==> src/rtl/sample_iter_ctrl.sv <==
// Raster-order sample sequencer: latches one triangle and its bounding box, then walks
// the sample grid inside the box at one sample per cycle. Optional MSAA decode: SAMPLE_ITER_MSAA_EN.
module sample_iter_ctrl #(
  parameter int SIGFIG = 24,
  parameter int RADIX  = 10,
  parameter int VERTS  = 3,
  parameter int AXIS   = 3,
  parameter int COLORS = 3
) (
  input  logic                             clk,
  input  logic                             rst,
  input  logic [SIGFIG*VERTS*AXIS-1:0]     tri_R13S,
  input  logic [SIGFIG*COLORS-1:0]         color_R13U,
  input  logic [SIGFIG*4-1:0]              box_R13S,
  input  logic                             validTri_R13H,
  input  logic [3:0]                       subSample_R13U,
  input  logic                             stall_R14H,
  output logic                             rdy_R13H,
  output logic [SIGFIG*VERTS*AXIS-1:0]     tri_R14S,
  output logic [SIGFIG*COLORS-1:0]         color_R14U,
  output logic [SIGFIG*2-1:0]              sample_R14S,
  output logic                             validSamp_R14H
);

  localparam int TRI_W = SIGFIG * VERTS * AXIS;
  localparam int COL_W = SIGFIG * COLORS;
  localparam logic [SIGFIG-1:0] ONE_PIX = {{(SIGFIG-1){1'b0}}, 1'b1} << RADIX;

  typedef enum logic {
    IDLE = 1'b0,
    ITER = 1'b1
  } state_t;

  state_t              state_q, state_d;
  logic [TRI_W-1:0]    tri_q, tri_d;
  logic [COL_W-1:0]    color_q, color_d;
  logic [SIGFIG-1:0]   samp_x_q, samp_x_d;
  logic [SIGFIG-1:0]   samp_y_q, samp_y_d;
  logic                valid_q, valid_d;
  logic [SIGFIG-1:0]   step_q, step_d;
  logic [SIGFIG-1:0]   llx_q, llx_d;
  logic [SIGFIG-1:0]   urx_q, urx_d;
  logic [SIGFIG-1:0]   ury_q, ury_d;

  // Incoming box fields: [0]=lower-left, [1]=upper-right, x in the low word of each corner
  logic [SIGFIG-1:0]   box_llx, box_lly, box_urx, box_ury;
  assign box_llx = box_R13S[0*SIGFIG +: SIGFIG];
  assign box_lly = box_R13S[1*SIGFIG +: SIGFIG];
  assign box_urx = box_R13S[2*SIGFIG +: SIGFIG];
  assign box_ury = box_R13S[3*SIGFIG +: SIGFIG];

  logic [SIGFIG-1:0]   step_new;
`ifdef SAMPLE_ITER_MSAA_EN
  always_comb begin
    case (subSample_R13U)
      4'b1000: step_new = ONE_PIX;
      4'b0100: step_new = ONE_PIX >> 1;
      4'b0010: step_new = ONE_PIX >> 2;
      4'b0001: step_new = ONE_PIX >> 3;
      default: step_new = ONE_PIX;
    endcase
  end
`else
  logic unused_subsample;
  assign unused_subsample = ^subSample_R13U;
  assign step_new = ONE_PIX;
`endif

  // Clearing the low bits of a two's-complement value floors it, so negative corners snap correctly
  logic [SIGFIG-1:0]   snap_mask;
  logic [SIGFIG-1:0]   llx_snap, lly_snap;
  logic                box_empty;
  assign snap_mask = ~(step_new - {{(SIGFIG-1){1'b0}}, 1'b1});
  assign llx_snap  = box_llx & snap_mask;
  assign lly_snap  = box_lly & snap_mask;
  assign box_empty = ($signed(box_urx) < $signed(llx_snap)) ||
                     ($signed(box_ury) < $signed(lly_snap));

  // One extra bit of headroom keeps the step-ahead compare from wrapping at the top of range
  logic signed [SIGFIG:0] x_next, y_next, urx_ext, ury_ext;
  assign x_next  = $signed({samp_x_q[SIGFIG-1], samp_x_q}) + $signed({1'b0, step_q});
  assign y_next  = $signed({samp_y_q[SIGFIG-1], samp_y_q}) + $signed({1'b0, step_q});
  assign urx_ext = $signed({urx_q[SIGFIG-1], urx_q});
  assign ury_ext = $signed({ury_q[SIGFIG-1], ury_q});

  always_comb begin
    state_d  = state_q;
    tri_d    = tri_q;
    color_d  = color_q;
    samp_x_d = samp_x_q;
    samp_y_d = samp_y_q;
    valid_d  = valid_q;
    step_d   = step_q;
    llx_d    = llx_q;
    urx_d    = urx_q;
    ury_d    = ury_q;
    case (state_q)
      IDLE: begin
        if (validTri_R13H) begin
          tri_d   = tri_R13S;
          color_d = color_R13U;
          step_d  = step_new;
          llx_d   = llx_snap;
          urx_d   = box_urx;
          ury_d   = box_ury;
          // An empty box is consumed without ever leaving IDLE
          if (!box_empty) begin
            state_d  = ITER;
            samp_x_d = llx_snap;
            samp_y_d = lly_snap;
            valid_d  = 1'b1;
          end
        end
      end
      ITER: begin
        if (!stall_R14H) begin
          if (x_next <= urx_ext) begin
            samp_x_d = x_next[SIGFIG-1:0];
          end else if (y_next <= ury_ext) begin
            samp_x_d = llx_q;
            samp_y_d = y_next[SIGFIG-1:0];
          end else begin
            valid_d = 1'b0;
            state_d = IDLE;
          end
        end
      end
      default: state_d = IDLE;
    endcase
  end

  always_ff @(posedge clk) begin
    if (!rst) begin
      state_q  <= IDLE;
      tri_q    <= '0;
      color_q  <= '0;
      samp_x_q <= '0;
      samp_y_q <= '0;
      valid_q  <= 1'b0;
      step_q   <= ONE_PIX;
      llx_q    <= '0;
      urx_q    <= '0;
      ury_q    <= '0;
    end else begin
      state_q  <= state_d;
      tri_q    <= tri_d;
      color_q  <= color_d;
      samp_x_q <= samp_x_d;
      samp_y_q <= samp_y_d;
      valid_q  <= valid_d;
      step_q   <= step_d;
      llx_q    <= llx_d;
      urx_q    <= urx_d;
      ury_q    <= ury_d;
    end
  end

  assign rdy_R13H       = (state_q == IDLE);
  assign tri_R14S       = tri_q;
  assign color_R14U     = color_q;
  assign sample_R14S    = {samp_y_q, samp_x_q};
  assign validSamp_R14H = valid_q;

endmodule
==> config.mk <==
export PLATFORM = sky130hd
export DESIGN_NAME = sample_iter_ctrl
export DESIGN_NICKNAME = d
export VERILOG_FILES = /design/src/rtl/sample_iter_ctrl.sv
export SDC_FILE = /design/constraint.sdc
export NUM_CORES = 1
export LEC_CHECK = 0
export BUFFER_PORTS_ARGS = -buffer_cell sky130_fd_sc_hd__buf_2
export CAP_MARGIN = 10
export CORE_AREA = 2 2 287 289
export CTS_BUF_LIST = sky130_fd_sc_hd__clkbuf_2 sky130_fd_sc_hd__clkbuf_4 sky130_fd_sc_hd__clkbuf_8
export DETAILED_ROUTE_END_ITERATION = 7
export DIE_AREA = 0 0 289 291
export SETUP_SLACK_MARGIN = 0.1
export SLEW_MARGIN = 20
export SYNTH_ARGS = -nofsm -noshare
export SYNTH_HDL_FRONTEND = slang
export SYNTH_SLANG_ARGS = --single-unit
==> constraint.sdc <==
create_clock -name clk -period 4.61 [get_ports clk]
set_input_delay 0.922 -clock clk [delete_from_list [all_inputs] [get_ports clk]]
set_output_delay 0.922 -clock clk [all_outputs]
set_load 0.05 [all_outputs]
==> results.ini <==
[yosys]
synth_enable_flop_cells=0
ys_warn_count=0
synth_area_per_cell_um2=7.798
syn_area_mm2=0.01579
ys_seq_area_share_pct=48.17
synth-seq-cells=380
ys_async_sr_fraction_pct=0
ys_types=63
synthCells=2025
synth_top_flop_cell=dfxtp_1

[min_path]
hp-start=color_R14U[41]
min_path_cells=2
whs_endpoint=color_R14U[41]
hp-class=flop to flop

[timing]
fmax_ghz=0.2511
final.setup_skew_ps=28.80
worst_pin_slew_ps=926.5
finalSetupViolCount=0
timing.hold.ws_ps=447.4
rsz0062_at_grt=no
fin_tns_setup_ps=0
period_needed_ps=3982
fin_ws_ps=628.1
relSlewSlack_pct=37.81
period_share_pct=86.37
slew_violations=0
finalHoldViolations=0

[grt]
track_usage_pct=13.70
grt_max_degree=116
grt_pass1_wl_mm=89.42
grt-ovfl-total=0
grt_pass1_vias=15140
antenna_found_initial=20

[power]
total_power_mw=9.784
p_leak_nw=10.10
vdd_drop_max_mv=0.2755
power_density_mw_per_mm2=449.0

[detailed_routing]
via_per_inst=4.218
vias=16030
wire_per_inst_um=15.91
first_pass_iters=5
drc=0
dr.first_iter.drc_count=796
drt_wl_total_mm=60.46
ant_nets=0

[die]
rows=105
die-area_mm2=0.08410
die_h_um=291
fp.dieW_um=289
core_mm2=0.08119
pin_count=730
initial_core_util_pct=19.45

[setup_path]
worstReg2RegEnd=samp_y_q[13]
worstPathMaxFanout=8
cpMaxStageDelayCell=or4b_1
critPathLaunchType=flop
cpMostUsedCell=ha_1
critPathKind=flop to flop
critical-path-top-delay-family=simple AND/OR/NAND/NOR gates
cp-end-kind=flop
cp_slowest_stage_delay_ps=670
crit_chain=ha_1 -> nand3_1 -> or4b_1 -> nor2_1 -> xor2_1 -> ha_1 -> and4_1 -> a221oi_1 -> a211oi_2 -> nor3b_1 -> nor2_2 -> o22ai_1
cp_data_arrival_time_ps=4530
ff2ff_path_depth=12
critical_path_buf_inv_count=0
r2r_start=samp_y_q[10]
rrSetupSlack_ps=630
cp.required_ps=5160

[placed_design]
portBuffers=685
hpwlAfterDp_mm=44.31
dpl-instance-area_mm2=0.02023
dp.cells=3665
pre_cts_ws_ps=646.7
gp_congestion=0.8330

[layout]
layout-drive-gt1-share_pct=31.53
layout_common_cells=729 x nand2_1, 685 x buf_2, 379 x a21oi_1, 379 x dfxtp_1, 86 x clkbuf_8
area_growth_pct=38.00
final_area_mm2=0.02179
nets=3121
final_common_cell=nand2_1
fin_cells=3799
utilization_pct=26.84

[cts]
post_cts_buffers=0
ctsHoldBuffers=0
cts_root_buf=clkbuf_8
cts_tree=done
cts_sinks=380
cts_resized=0
cts_made_buffers=74
h-tree-depth=3
clock_latency_ps=650
cts_max_path_buffers=3
path_clk_slew_ps=60

[outcome]
run_status=finished clean

[job]
cap_viol_max_count=0

[worst max-delay path by stage]
stage          depth (start not counted)            to  slack (ps)         start
4_1_cts                               12  samp_y_q[13]         620  samp_y_q[10]
3_5_place_dp                          12  samp_y_q[13]         650  samp_y_q[10]
2_1_floorplan                         14  samp_y_q[22]         670  samp_y_q[10]
6_report                              12  samp_y_q[13]         630  samp_y_q[10]
5_1_grt                               12  samp_y_q[13]         300  samp_y_q[10]
3_3_place_gp                          12  samp_y_q[14]         720  samp_y_q[10]
[layer usage]
layer  vias to the layer above  track usage [%]  wire, µm
met4                        10            5.268      1849
met1                      7355            16.66     25200
met3                       136            4.248      4699
li1                       7968                -         -
met5                         -                0        61
met2                       556            22.45     28650
[registers in the layout, indices dropped and copies added (netlist names)]
register,count
samp_x_q,14
validSamp_R14H,1
color_R14U,72
samp_y_q,14
state_q,1
ury_q,24
tri_R14S,216
urx_q,24
llx_q,14
[cell families after synthesis]
logic type	count (synthesis)	share of synthesized area, %
and+or+nand+nor	843	21.69
other	1	0.02375
AOI/OAI and AO/OA	465	15.98
DFF	380	48.17
buffers and inverters	223	6.030
adders and majority gates	58	4.596
muxes	31	2.179
xor gates and xnor gates	24	1.331
[where the power goes]
part / switching [mW] / internal, mW
clock network: 1.55 / 2.03
logic: 1.78 / 0.710
registers: 0.170 / 3.55
total: 3.50 / 6.29
[worst reg2reg max path: stages, from the launching register on]
cell      delay (ps)
dfxtp_1          400
ha_1             260
nand3_1          220
or4b_1           670
nor2_1           180
xor2_1           200
ha_1             270
and4_1           230
a221oi_1         300
a211oi_2         160
nor3b_1          580
nor2_2           210
o22ai_1          230
[synth_stat cells (13+ instances only)]
library cell  count  area share (%)
ha_1             58             4.6
buf_4            20            0.95
nand3_1          22            0.70
o21ai_0          18            0.57
nand4_1          13            0.52
clkbuf_1        125             3.0
xnor2_1          13            0.72
dfxtp_1         380              48
mux2i_1          19             1.2
nor2_1           19            0.45
a21oi_1         379              12
inv_1            65             1.5
nand2_1         730              17
[cell type report]
| class | instances | area, µm² |
|---|---|---|
| Fill cell | 9018 | 59400 |
| Inverter | 65 | 251.5 |
| Tap cell | 1070 | 1339 |
| Multi-Input combinational cell | 1441 | 7338 |
| Antenna cell | 8 | 20.02 |
| Clock buffer | 112 | 1379 |
| Sequential cell | 380 | 7609 |
| Timing Repair Buffer | 709 | 3696 |
| Clock inverter | 14 | 160.2 |
No activity file was read; power rests on OpenSTA's default activity.
